File: config.mk
export PLATFORM = sky130hd
export DESIGN_NAME = bg_collision_arbiter_flat
export DESIGN_NICKNAME = d
export VERILOG_FILES = /design/src/rtl/bg_collision_arbiter_if.sv /design/src/rtl/bg_collision_arbiter.sv /design/src/flat_wrapper.sv
export SDC_FILE = /design/constraint.sdc
export NUM_CORES = 1
export LEC_CHECK = 0
export ABC_AREA = 1
export BUFFER_PORTS_ARGS = -buffer_cell sky130_fd_sc_hd__buf_2
export CAP_MARGIN = 20
export CORE_MARGIN = 3
export CORE_UTILIZATION = 63
export CTS_CLUSTER_DIAMETER = 120
export DETAILED_ROUTE_END_ITERATION = 6
export PLACE_DENSITY_LB_ADDON = 0.25
export SLEW_MARGIN = 0
export SYNTH_ARGS = -nofsm -noshare
export SYNTH_HDL_FRONTEND = slang
export SYNTH_SLANG_ARGS = --single-unit
File: constraint.sdc
create_clock -name clock -period 9 [get_ports clock]
set_clock_uncertainty 0.05 [all_clocks]
set_input_delay 0 -clock clock [delete_from_list [all_inputs] [get_ports clock]]
set_output_delay 0 -clock clock [all_outputs]
set_load 0.02 [all_outputs]
File: src/rtl/bg_collision_arbiter_if.sv
// Bus between the background ROM arbiter and its clients: the VGA draw path,
// the background ROM itself and the player-movement collision probe.
interface bg_collision_arbiter_if;
  // VGA draw path
  logic        draw_req;
  logic [17:0] draw_addr;
  logic        draw_valid;
  // Background ROM read port
  logic [17:0] rom_addr;
  logic [3:0]  rom_q;
  // Collision probe
  logic        probe_start;
  logic [8:0]  probe_x;
  logic [8:0]  probe_y;
  logic        probe_busy;
  logic        probe_done;
  logic        probe_blocked;

  // Arbiter side
  modport slave (
    input  draw_req,
    input  draw_addr,
    output draw_valid,
    output rom_addr,
    input  rom_q,
    input  probe_start,
    input  probe_x,
    input  probe_y,
    output probe_busy,
    output probe_done,
    output probe_blocked
  );

  // Environment side: VGA path, ROM and movement logic
  modport master (
    output draw_req,
    output draw_addr,
    input  draw_valid,
    input  rom_addr,
    output rom_q,
    output probe_start,
    output probe_x,
    output probe_y,
    input  probe_busy,
    input  probe_done,
    input  probe_blocked
  );
endinterface

File: src/rtl/bg_collision_arbiter.sv
// Shares the single background ROM read port between the VGA draw path (always
// wins) and a four-corner sprite-box collision probe that only uses idle cycles.
module bg_collision_arbiter #(
  parameter int unsigned BG_WIDTH   = 500,
  parameter int unsigned BG_HEIGHT  = 500,
  parameter int unsigned SPRITE_W   = 32,
  parameter int unsigned SPRITE_H   = 32,
  parameter logic [3:0]  WALL_INDEX = 4'd0
) (
  input logic                    clock,
  input logic                    reset,
  bg_collision_arbiter_if.slave  bus
);

  typedef enum logic [1:0] {StIdle, StRun, StDone} state_e;

  state_e      state_q, state_d;
  logic [8:0]  x_q, x_d;
  logic [8:0]  y_q, y_d;
  // Corner issue index; bit 2 set means all four corners have been handled.
  logic [2:0]  idx_q, idx_d;
  // Corner results collected so far (ROM returns plus out-of-range retirements).
  logic [2:0]  cnt_q, cnt_d;
  logic        acc_q, acc_d;
  // A probe read was issued last cycle, so rom_q carries corner data now.
  logic        tag_q, tag_d;
  logic        draw_valid_q, draw_valid_d;
  logic        blocked_q, blocked_d;

  logic [9:0]  corner_x;
  logic [9:0]  corner_y;
  logic        corner_oob;
  logic [17:0] corner_addr;

  logic        pending;
  logic        issue;
  logic        oob_retire;

  // Current corner coordinates, range check and ROM address.
  always_comb begin
    corner_x = {1'b0, x_q};
    corner_y = {1'b0, y_q};
    if (idx_q[0]) begin
      corner_x = {1'b0, x_q} + 10'(SPRITE_W - 1);
    end
    if (idx_q[1]) begin
      corner_y = {1'b0, y_q} + 10'(SPRITE_H - 1);
    end
    corner_oob  = (corner_x >= 10'(BG_WIDTH)) || (corner_y >= 10'(BG_HEIGHT));
    // Only meaningful for in-range corners, where it never exceeds 18 bits.
    corner_addr = 18'(corner_y) * 18'(BG_WIDTH) + 18'(corner_x);
  end

  // Arbitration and probe FSM next-state.
  always_comb begin
    state_d      = state_q;
    x_d          = x_q;
    y_d          = y_q;
    idx_d        = idx_q;
    cnt_d        = cnt_q;
    acc_d        = acc_q;
    tag_d        = 1'b0;
    blocked_d    = blocked_q;
    draw_valid_d = bus.draw_req;
    bus.rom_addr = bus.draw_addr;

    pending    = (state_q == StRun) && !idx_q[2];
    oob_retire = pending && corner_oob;
    issue      = pending && !corner_oob && !bus.draw_req;

    case (state_q)
      StIdle: begin
        if (bus.probe_start) begin
          x_d     = bus.probe_x;
          y_d     = bus.probe_y;
          idx_d   = 3'd0;
          cnt_d   = 3'd0;
          acc_d   = 1'b0;
          state_d = StRun;
        end
      end
      StRun: begin
        // An out-of-range corner retires immediately, even under draw contention.
        if (oob_retire) begin
          idx_d = idx_q + 3'd1;
          acc_d = 1'b1;
        end
        if (issue) begin
          bus.rom_addr = corner_addr;
          idx_d        = idx_q + 3'd1;
          tag_d        = 1'b1;
        end
        if (tag_q && (bus.rom_q == WALL_INDEX)) begin
          acc_d = 1'b1;
        end
        // A retirement and a return of an earlier corner can land together.
        cnt_d = cnt_q + {2'b00, oob_retire} + {2'b00, tag_q};
        if (cnt_d == 3'd4) begin
          state_d = StDone;
        end
      end
      StDone: begin
        blocked_d = acc_q;
        state_d   = StIdle;
      end
      default: begin
        state_d = StIdle;
      end
    endcase
  end

  // State registers with synchronous reset; reset discards any in-flight return.
  always_ff @(posedge clock) begin
    if (reset) begin
      state_q      <= StIdle;
      x_q          <= '0;
      y_q          <= '0;
      idx_q        <= '0;
      cnt_q        <= '0;
      acc_q        <= 1'b0;
      tag_q        <= 1'b0;
      draw_valid_q <= 1'b0;
      blocked_q    <= 1'b0;
    end else begin
      state_q      <= state_d;
      x_q          <= x_d;
      y_q          <= y_d;
      idx_q        <= idx_d;
      cnt_q        <= cnt_d;
      acc_q        <= acc_d;
      tag_q        <= tag_d;
      draw_valid_q <= draw_valid_d;
      blocked_q    <= blocked_d;
    end
  end

  // Outputs; the result is shown from the accumulator during DONE, then held.
  always_comb begin
    bus.draw_valid    = draw_valid_q;
    bus.probe_busy    = (state_q != StIdle);
    bus.probe_done    = (state_q == StDone);
    bus.probe_blocked = (state_q == StDone) ? acc_q : blocked_q;
  end

endmodule

File: src/flat_wrapper.sv
// flat-port wrapper written by rule: the top's interface ports become plain ports
module bg_collision_arbiter_flat 
#(
  parameter int unsigned BG_WIDTH   = 500,
  parameter int unsigned BG_HEIGHT  = 500,
  parameter int unsigned SPRITE_W   = 32,
  parameter int unsigned SPRITE_H   = 32,
  parameter logic [3:0]  WALL_INDEX = 4'd0
)
  (clock, reset, bus_draw_req, bus_draw_addr, bus_draw_valid, bus_rom_addr, bus_rom_q, bus_probe_start, bus_probe_x, bus_probe_y, bus_probe_busy, bus_probe_done, bus_probe_blocked);
  bg_collision_arbiter_if bus_i ();
  input logic clock;
  input logic reset;
  input wire logic [$bits(bus_i.draw_req)-1:0] bus_draw_req;
  input wire logic [$bits(bus_i.draw_addr)-1:0] bus_draw_addr;
  output wire logic [$bits(bus_i.draw_valid)-1:0] bus_draw_valid;
  output wire logic [$bits(bus_i.rom_addr)-1:0] bus_rom_addr;
  input wire logic [$bits(bus_i.rom_q)-1:0] bus_rom_q;
  input wire logic [$bits(bus_i.probe_start)-1:0] bus_probe_start;
  input wire logic [$bits(bus_i.probe_x)-1:0] bus_probe_x;
  input wire logic [$bits(bus_i.probe_y)-1:0] bus_probe_y;
  output wire logic [$bits(bus_i.probe_busy)-1:0] bus_probe_busy;
  output wire logic [$bits(bus_i.probe_done)-1:0] bus_probe_done;
  output wire logic [$bits(bus_i.probe_blocked)-1:0] bus_probe_blocked;
  assign bus_i.draw_req = bus_draw_req;
  assign bus_i.draw_addr = bus_draw_addr;
  assign bus_draw_valid = bus_i.draw_valid;
  assign bus_rom_addr = bus_i.rom_addr;
  assign bus_i.rom_q = bus_rom_q;
  assign bus_i.probe_start = bus_probe_start;
  assign bus_i.probe_x = bus_probe_x;
  assign bus_i.probe_y = bus_probe_y;
  assign bus_probe_busy = bus_i.probe_busy;
  assign bus_probe_done = bus_i.probe_done;
  assign bus_probe_blocked = bus_i.probe_blocked;
  bg_collision_arbiter #(.BG_WIDTH(BG_WIDTH), .BG_HEIGHT(BG_HEIGHT), .SPRITE_W(SPRITE_W), .SPRITE_H(SPRITE_H), .WALL_INDEX(WALL_INDEX)) u_core (.clock(clock), .reset(reset), .bus(bus_i));
endmodule
After elaboration in Yosys (flattened, before gate mapping)
Index checks and enable logic that the tools add are counted.
W data, S select, Z words.
{ "op_classes": {"n_addsub": 6, "n_mul": 1, "magnitude_cmp": 2, "n_eq_ne": 7, "mux": 18, "bitwise": 1, "n_reduce_logical": 19} }
{ "op_table": {"columns": ["cell", "count"], "rows": [
  ["$mux W18", 2],
  ["$add A9 B5 Y10 const B", 2],
  ["$ge A10 B9 Y1 const B", 2],
  ["$mux W10", 2],
  ["$add A18 B10 Y18", 1],
  ["$mul A10 B7 Y16 const B", 1],
  ["$pmux W3 S2", 2],
  ["$mux W3", 3],
  ["$add A3 B1 Y3", 2],
  ["$reduce_and A2 Y1", 3],
  ["$reduce_and A3 Y1", 2],
  ["$logic_and A1 B1 Y1", 5],
  ["$mux W1", 5],
  ["$logic_not A4 Y1", 1],
  ["$mux W2", 2],
  ["$ne A2 B2 Y1 const B", 2],
  ["$pmux W2 S2", 1],
  ["$reduce_bool A2 Y1", 2],
  ["$add A3 B1 Y3 const B", 1],
  ["$eq A3 B3 Y1 const B", 1],
  ["$logic_not A1 Y1", 3],
  ["$ne A3 B1 Y1 const B", 1],
  ["$ne A3 B2 Y1 const B", 1],
  ["$eq A2 B1 Y1 const B", 1],
  ["6 further kinds", 6]
]} }
{ "totals": {"register_bits": 30, "out_inout_bits": 22, "wordCells": 63} }

Longest topological paths before layout
Gate-level depths: netlist of the first run.
{ "depth": {"word_depth": 10, "mapped_depth": 31, "depth_no_buf": 31} }

Least setup slack after synthesis of the first run
OpenSTA, ideal clock, no wires.
{ "synth_path": {"kind": "flip-flop to output port", "startpoint": "register u_core.y_q[0]", "endpoint": "output port bus_rom_addr[10]", "arrival_ns": 5.379, "path_slack_ns": 3.571, "stages_incl_launch_ff": 21, "path_buffers": 0, "cell_sequence": "dfxtp_1 -> inv_1 -> ha_1 -> o21ai_0 -> fa_1 -> inv_1 -> fa_1 -> fa_1 -> fa_1 -> inv_1 -> ha_1 -> a21oi_1 -> o21ai_2 -> xor2_1 -> ha_1 -> a21o_1 -> a31oi_1 -> nand2_1 -> nand2_1 -> inv_1 -> o31ai_1"} }
{ "synth_via": {"elab_chain_cells": 9} }
{ "synth_lines": {"columns": ["element", "line_no", "text"], "rows": [
  ["from (decl)", "bg_collision_arbiter.sv:19", "logic [8:0] y_q, y_d;"],
  ["from (signal assigned)", "bg_collision_arbiter.sv:127", "y_q <= y_d;"],
  ["$add A9 B5 Y10", "bg_collision_arbiter.sv:47", "corner_y = {1'b0, y_q} + 10'(SPRITE_H - 1);"],
  ["$mux W10 *", "bg_collision_arbiter.sv:46", "if (idx_q[1]) begin"],
  ["branches (longest 5 deep; another with $add A18 B10 Y18)", null, null],
  ["$mux W18 *", "bg_collision_arbiter.sv:88", "if (issue) begin"],
  ["$mux W18 *", "bg_collision_arbiter.sv:71", "case (state_q)"],
  ["to (decl)", "flat_wrapper.sv:17", "output wire logic [$bits(bus_i.rom_addr)-1:0] bus_rom_addr;"]
]} }
Mark *: on every way between the ends.

Final worst setup path of the first run
{ "layout_path": {"startpoint": "register u_core.y_q[0]", "endpoint": "output port bus_rom_addr[16]"} }
Same word-level chain as after synthesis.

==> results.toml, run 1 <==
[global_route]
antenna_found_initial = 0
overflow = 0
gr-usage-all-layers_pct = 26.8
grt_pass1_wl_um = 16800
grt_max_degree = 36
grt_pass1_vias = 4089

[timing]
hold_viol = 0
setup_viol = 0
fmax_mhz = 169
finalCriticalPeriod_ns = 5.92
slew_headroom_pct = 56.5
worst_pin_slew_ns = 0.645
drv_slew = 0
layout_worst_path_cycle_share_pct = 65.8
fin_tns_setup_ns = 0
rsz0062_at_grt = "false"

[floorplanning]
dieArea_um2 = 7720
io_pins = 66
coreArea_um2 = 6420
start_util_pct = 65.8
rows = 29
die_h_um = 87.9
die_w_um = 87.9

[cts]
tritoncts = "done"
cts_buffers = 5
insertion_delay_ns = 0.28
cts_setup_buffers = 0
cts-htree-levels = 2
cts-root-buf = "clkbuf_8"
cts_num_sinks = 30
path_clk_slew_ns = 0.06
cts.path.max_buffers = 2

[synth]
ys_ff_latch = 30
seq_area_frac_synth_pct = 14.2
syn_inst = 615
synth.cell_area_um2 = 4220
yosysWarningCount = 0
synth_nets = 738
syn_avg_cell_area_um2 = 6.87
synth_cell_type_count = 38

[critical_path]
worst-setup-path-type = "reg -> out"
critPathMaxFanout = 6
required_ns = 8.95
endpoint_kind = "output port"
path_buf_inv = 5
cp_num_cells = 25
cp_slowest_cell = "fa_1"
reg2reg_depth = 19
setup.worst_path.start_class = "register"
startpoint = "u_core.y_q[0]$_SDFFE_PP0P_"
r2r-start = "u_core.y_q[0]$_SDFFE_PP0P_"
endpoint = "bus_rom_addr[16]"
crit_family = "adder cells"
reg2reg_slack_ns = 5.52
r2r_end = "u_core.state_q[0]$_SDFFE_PP0P_"
cp_data_arrival_time_ns = 5.87
slowest_delay_ns = 0.55
crit_top_cell = "nand2_1"

[power]
power_mw = 1.56
seq_power_share_pct = 9.8
switching_power_mw = 0.873
powerDensity_nw_per_um2 = 318
power_frac_comb_pct = 83.1
p_clk_share_pct = 7.1
p_sw_share_pct = 55.9
ir_drop_v = 0.000167
p_leak_nw = 2.76
p_int_mw = 0.687

[drt]
avgViaCountPerCell = 5.22
ant_nets = 0
wl_per_cell_um = 12.2
dr.pass1.iters = 5
drcViolationCount = 0
wl_um = 9480
vias = 4053
first_iter_violations = 104

[cells_and_area]
antenna_cells = 0
finish.net_count = 822
syn2layout_area_growth_pct = 16.2
final_util_pct = 76.4
drive_gt1_share_pct = 15.9

[placed_design]
port_buffers = 65
gp_congestion = 0.923
place_hpwl_um = 7760

[outcome]
status = "completed"

[run]
maxCapViolCount = 0

[hold_path]
worstHoldPathCells = 6
holdCritPathClass = "in -> reg"
==> worst min-delay path by stage <==
stage	start	end	slack, ns
2_1_floorplan	bus_draw_req	u_core.bus.draw_valid$_SDFF_PP0_	0.06
3_3_place_gp	bus_draw_req	u_core.bus.draw_valid$_SDFF_PP0_	0.18
3_5_place_dp	bus_draw_req	u_core.bus.draw_valid$_SDFF_PP0_	0.18
4_1_cts	bus_rom_q[1]	u_core.acc_q$_SDFFE_PP0P_	0.09
5_1_grt	bus_rom_q[1]	u_core.acc_q$_SDFFE_PP0P_	0.12
6_report	bus_rom_q[1]	u_core.acc_q$_SDFFE_PP0P_	0.09
==> flip-flops by register name (all words and copies together), names as in the netlist <==
name	count
u_core.x_q	9
u_core.y_q	9
u_core.cnt_q	3
u_core.idx_q	3
u_core.state_q	2
u_core.acc_q	1
u_core.blocked_q	1
u_core.bus.draw_valid	1
u_core.tag_q	1
==> synthesized netlist by cell type (all sizes together) <==
library cell	number	area [um2]
xor2	21	184
and2	2	15.0
a21oi	29	153
o21ai	43	219
nand4	10	68.8
ha	53	663
or2	2	12.5
nor3	4	20.0
a21o	4	30.0
fa	26	521
nor2	50	243
buf	5	28.8
dfxtp	30	601
a31oi	5	31.3
nand2	145	582
clkinv	1	3.75
a31o	1	8.76
clkbuf	5	18.8
nand3	43	243
o31ai	2	15.0
inv	121	454
o21bai	3	22.5
xnor2	10	87.6
==> stage by stage <==
stage               cells  setup slack [ns]  area [um2]  hold slack, ns
floorplan             615              3.57        4220          0.0570
global placement      748              3.51        4610           0.180
global route          777              2.51        4910           0.121
finish                777              3.08        4910          0.0913
CTS                   777              3.07        4910          0.0880
detailed placement    748              3.37        4610           0.179
==> layer usage <==
layer,vias up,share of wire (%),global-route usage [%]
met2,102,53,50.8
met1,1818,40,28.8
met4,0,2.6,11.6
met5,-,0,0
li1,2105,-,-
met3,28,4.3,4.61
==> area by class of cell <==
cell class	instances	area [um2]
clock buffer	7	86.3
clock inverter	1	5.00
fill	503	1520
inverter	122	458
multi-input combinational	453	3120
sequential	30	601
tap	77	96.3
timing repair buffer	87	543
==> timing repair <==
action                    4_1_cts  5_1_grt
hold endpoints to repair       25        0
hold buffers                   21        0
resized for setup               0        0
==> power by group through the flow <==
stage | clock [mW] | combinational, mW | sequential, mW
3_3_place_gp | 0 | 1.25 | 0.155
3_5_place_dp | 0 | 1.29 | 0.155
4_1_cts | 0.112 | 1.30 | 0.152
5_1_grt | 0.117 | 1.50 | 0.154
2_1_floorplan | 0 | 1.05 | 0.152
6_report | 0.111 | 1.30 | 0.153
==> logic make-up after synthesis <==
family                     share of synthesized area (%)
buffers and inverters                               12.0
AOI/OAI and AO/OA                                   11.3
adders and majority gates                           28.0
and+or+nand+nor                                     28.0
xor gates and xnor gates                            6.43
DFF                                                 14.2
==> placed cells by master (no fill, tap or decap), types with 4 or more instances in the layout <==
master,count
nand4_1,9
nor3_1,4
nor2_1,40
a21o_1,4
nor2_2,4
o21ai_0,28
buf_2,65
clkbuf_8,6
inv_2,6
a21oi_1,27
o21ai_1,14
xor2_1,21
ha_1,53
xnor2_1,10
nand3_1,39
dfxtp_1,30
inv_1,115
nand2_1,134
dlygate4sd3_1,21
a31oi_1,5
nand2_2,9
nor2_4,6
fa_1,26
==> worst min-delay path: stages <==
cell	delay, ns
buf_2	0.07
nor3_1	0.04
inv_1	0.05
nand3_1	0.09
nand2_1	0.07
a21oi_1	0.05
(Power assumes the default switching activity.)
==> run 2, diff against run 1 <==
--- a/config.mk
+++ b/config.mk
@@ -9,7 +9,7 @@
 export BUFFER_PORTS_ARGS = -buffer_cell sky130_fd_sc_hd__buf_2
 export CAP_MARGIN = 20
 export CORE_MARGIN = 3
-export CORE_UTILIZATION = 63
+export CORE_UTILIZATION = 59
 export CTS_CLUSTER_DIAMETER = 120
 export DETAILED_ROUTE_END_ITERATION = 6
 export PLACE_DENSITY_LB_ADDON = 0.25
==> constraint.sdc (replaced) <==
create_clock -name clock -period 6.1 [get_ports clock]
set_clock_uncertainty 0.05 [all_clocks]
set_input_delay 0 -clock clock [delete_from_list [all_inputs] [get_ports clock]]
set_output_delay 0 -clock clock [all_outputs]
set_load 0.02 [all_outputs]
==> run 2 against run 1 <==
Effect of this change:
- clock-buffer cell count fell by 1
- sequential power rose by 48%
- sequential cell count did not move
- utilization fell by 3.9 points
- critical path depth rose by 2
- setup slack got worse by 2.7 ns
- clock power rose by 56%
- worst hold slack improved by 0.032 ns
- register-to-register slack got worse by 2.9 ns
- power rose by 54%
- largest cell class unchanged
==> results.toml, run 2 (synthesized netlist as in run 1, its figures left out) <==
[power]
switching_power_mw = 1.34
power_frac_comb_pct = 83.4
p_clk_share_pct = 7.2
p_sw_share_pct = 55.9
ir_drop_v = 0.000235
p_leak_nw = 2.77
seq_power_share_pct = 9.4
powerDensity_nw_per_um2 = 481
p_int_mw = 1.06

[floorplanning]
rows = 30
dieArea_um2 = 8210
start_util_pct = 61.5
io_pins = 66
coreArea_um2 = 6870
die_w_um = 90.6
die_h_um = 90.6

[global_route]
grt_pass1_wl_um = 17000
grt_max_degree = 36
gr-usage-all-layers_pct = 24.5
antenna_found_initial = 0
overflow = 0
grt_pass1_vias = 4015

[critical_path]
worst-setup-path-type = "reg -> out"
required_ns = 6.05
reg2reg_depth = 23
cp_data_arrival_time_ns = 5.69
critPathMaxFanout = 6
setup.worst_path.start_class = "register"
endpoint_kind = "output port"

[timing]
worst_pin_slew_ns = 0.508
slew_headroom_pct = 66.1
rsz0062_at_grt = "false"
setup_viol = 0
drv_slew = 0
hold_ws_ns = 0.124
fin_tns_setup_ns = 0
hold_viol = 0
fmax_mhz = 174
layout_worst_path_cycle_share_pct = 94.1
finalCriticalPeriod_ns = 5.74

[cells_and_area]
finish.net_count = 824
fin_area_um2 = 4980
syn2layout_area_growth_pct = 18.0
antenna_cells = 0
mostFrequentLayoutCell = "nand2_1"
top_regs = "u_core.x_q (9), u_core.y_q (9)"
fin_cells = 798
most-common-layout-cells = "nand2_1, inv_1, buf_2"
drive_gt1_share_pct = 17.1

[placed_design]
post_dp_cell_area_um2 = 4640
port_buffers = 65
place_hpwl_um = 7830
placed_cells = 768
gp_congestion = 0.884

[hold_path]
holdCritPathClass = "in -> reg"
worstHoldPathCells = 6

[drt]
wl_per_cell_um = 12.4
ant_nets = 0
drcViolationCount = 0
first_iter_violations = 120
avgViaCountPerCell = 5.09
dr.pass1.iters = 4
wl_um = 9880
vias = 4064

[cts]
cts_buffers = 5
insertion_delay_ns = 0.29
cts_num_sinks = 30
cts.path.max_buffers = 2
tritoncts = "done"
cts-root-buf = "clkbuf_8"
cts-htree-levels = 2
path_clk_slew_ns = 0.07

[run]
maxCapViolCount = 0

[outcome]
status = "completed"
-- run 2: cell count changes in the layout (fill, tap and decap cells not counted), sizes merged --
cell	delta
clkbuf	-1
buf	+2
clkinvlp	+1
-- run 2: final timing paths --
kind / slack (ns) / to / from
setup reg to reg: 2.65 / u_core.state_q[0]$_SDFFE_PP0P_ / u_core.y_q[0]$_SDFFE_PP0P_
setup / recovery: 0.36 / bus_rom_addr[16] / u_core.y_q[0]$_SDFFE_PP0P_
hold reg to reg: 0.44 / u_core.idx_q[2]$_SDFFE_PP0P_ / u_core.idx_q[2]$_SDFFE_PP0P_
hold / removal: 0.12 / u_core.acc_q$_SDFFE_PP0P_ / bus_rom_q[0]
-- run 2: power by group through the flow --
stage / Clock [mW] / Combinational (mW) / Sequential, mW
3_5_place_dp: 0 / 1.92 / 0.229
5_1_grt: 0.184 / 2.27 / 0.227
4_1_cts: 0.173 / 1.94 / 0.225
2_1_floorplan: 0 / 1.55 / 0.225
3_3_place_gp: 0 / 1.86 / 0.228
6_report: 0.173 / 2.00 / 0.226
-- run 2: worst max-delay path, stage by stage (launching register included) --
cell,delay (ns)
dfxtp_1,0.36
inv_1,0.12
ha_1,0.21
nand2_1,0.11
xor2_2,0.19
inv_2,0.10
fa_1,0.57
inv_1,0.06
fa_1,0.52
fa_1,0.44
fa_1,0.51
inv_1,0.06
ha_4,0.26
a21oi_2,0.18
o21ai_2,0.11
xor2_1,0.16
ha_1,0.37
nand2_1,0.07
inv_1,0.05
nand4_1,0.08
nand2_1,0.11
nand2_1,0.10
nor2_4,0.15
nand2_1,0.08
o21bai_1,0.12
nand3_1,0.08
nand2_1,0.06
buf_2,0.15
-- run 2: layout make-up --
type	count	area, um2
multi-input cells	453	3150
fillers	564	1890
flip-flops and latches	30	601
repair buffers	89	558
inverters	122	458
well taps	96	120
clock buffers	6	82.6
clock inverters	2	12.5
-- run 2: repair_timing --
action                                  CTS  global route
resized for setup                         0             6
hold buffers                             21             0
buffers inserted                          0             1
hold endpoints to repair                 25             0
endpoints found under the setup margin    0             6
-- run 2: metrics by stage --
step	setup WS, ns	utilization (%)	power, mW
after CTS	0.176	71.9	2.34
after global placement	0.744	67.5	2.09
final	0.358	72.6	2.40
after global routing	0.0102	72.6	2.68
after floorplan	0.671	-	1.77
after detailed placement	0.501	67.5	2.15
-- run 2: metal layers --
| metal | vias up | part of all wire [%] | track usage, % |
|---|---|---|---|
| met3 | 16 | 3.3 | 3.67 |
| met1 | 1852 | 42 | 28.2 |
| met4 | 0 | 1.6 | 6.25 |
| met5 | - | 0 | 0 |
| met2 | 81 | 53 | 46.6 |
| li1 | 2115 | - | - |
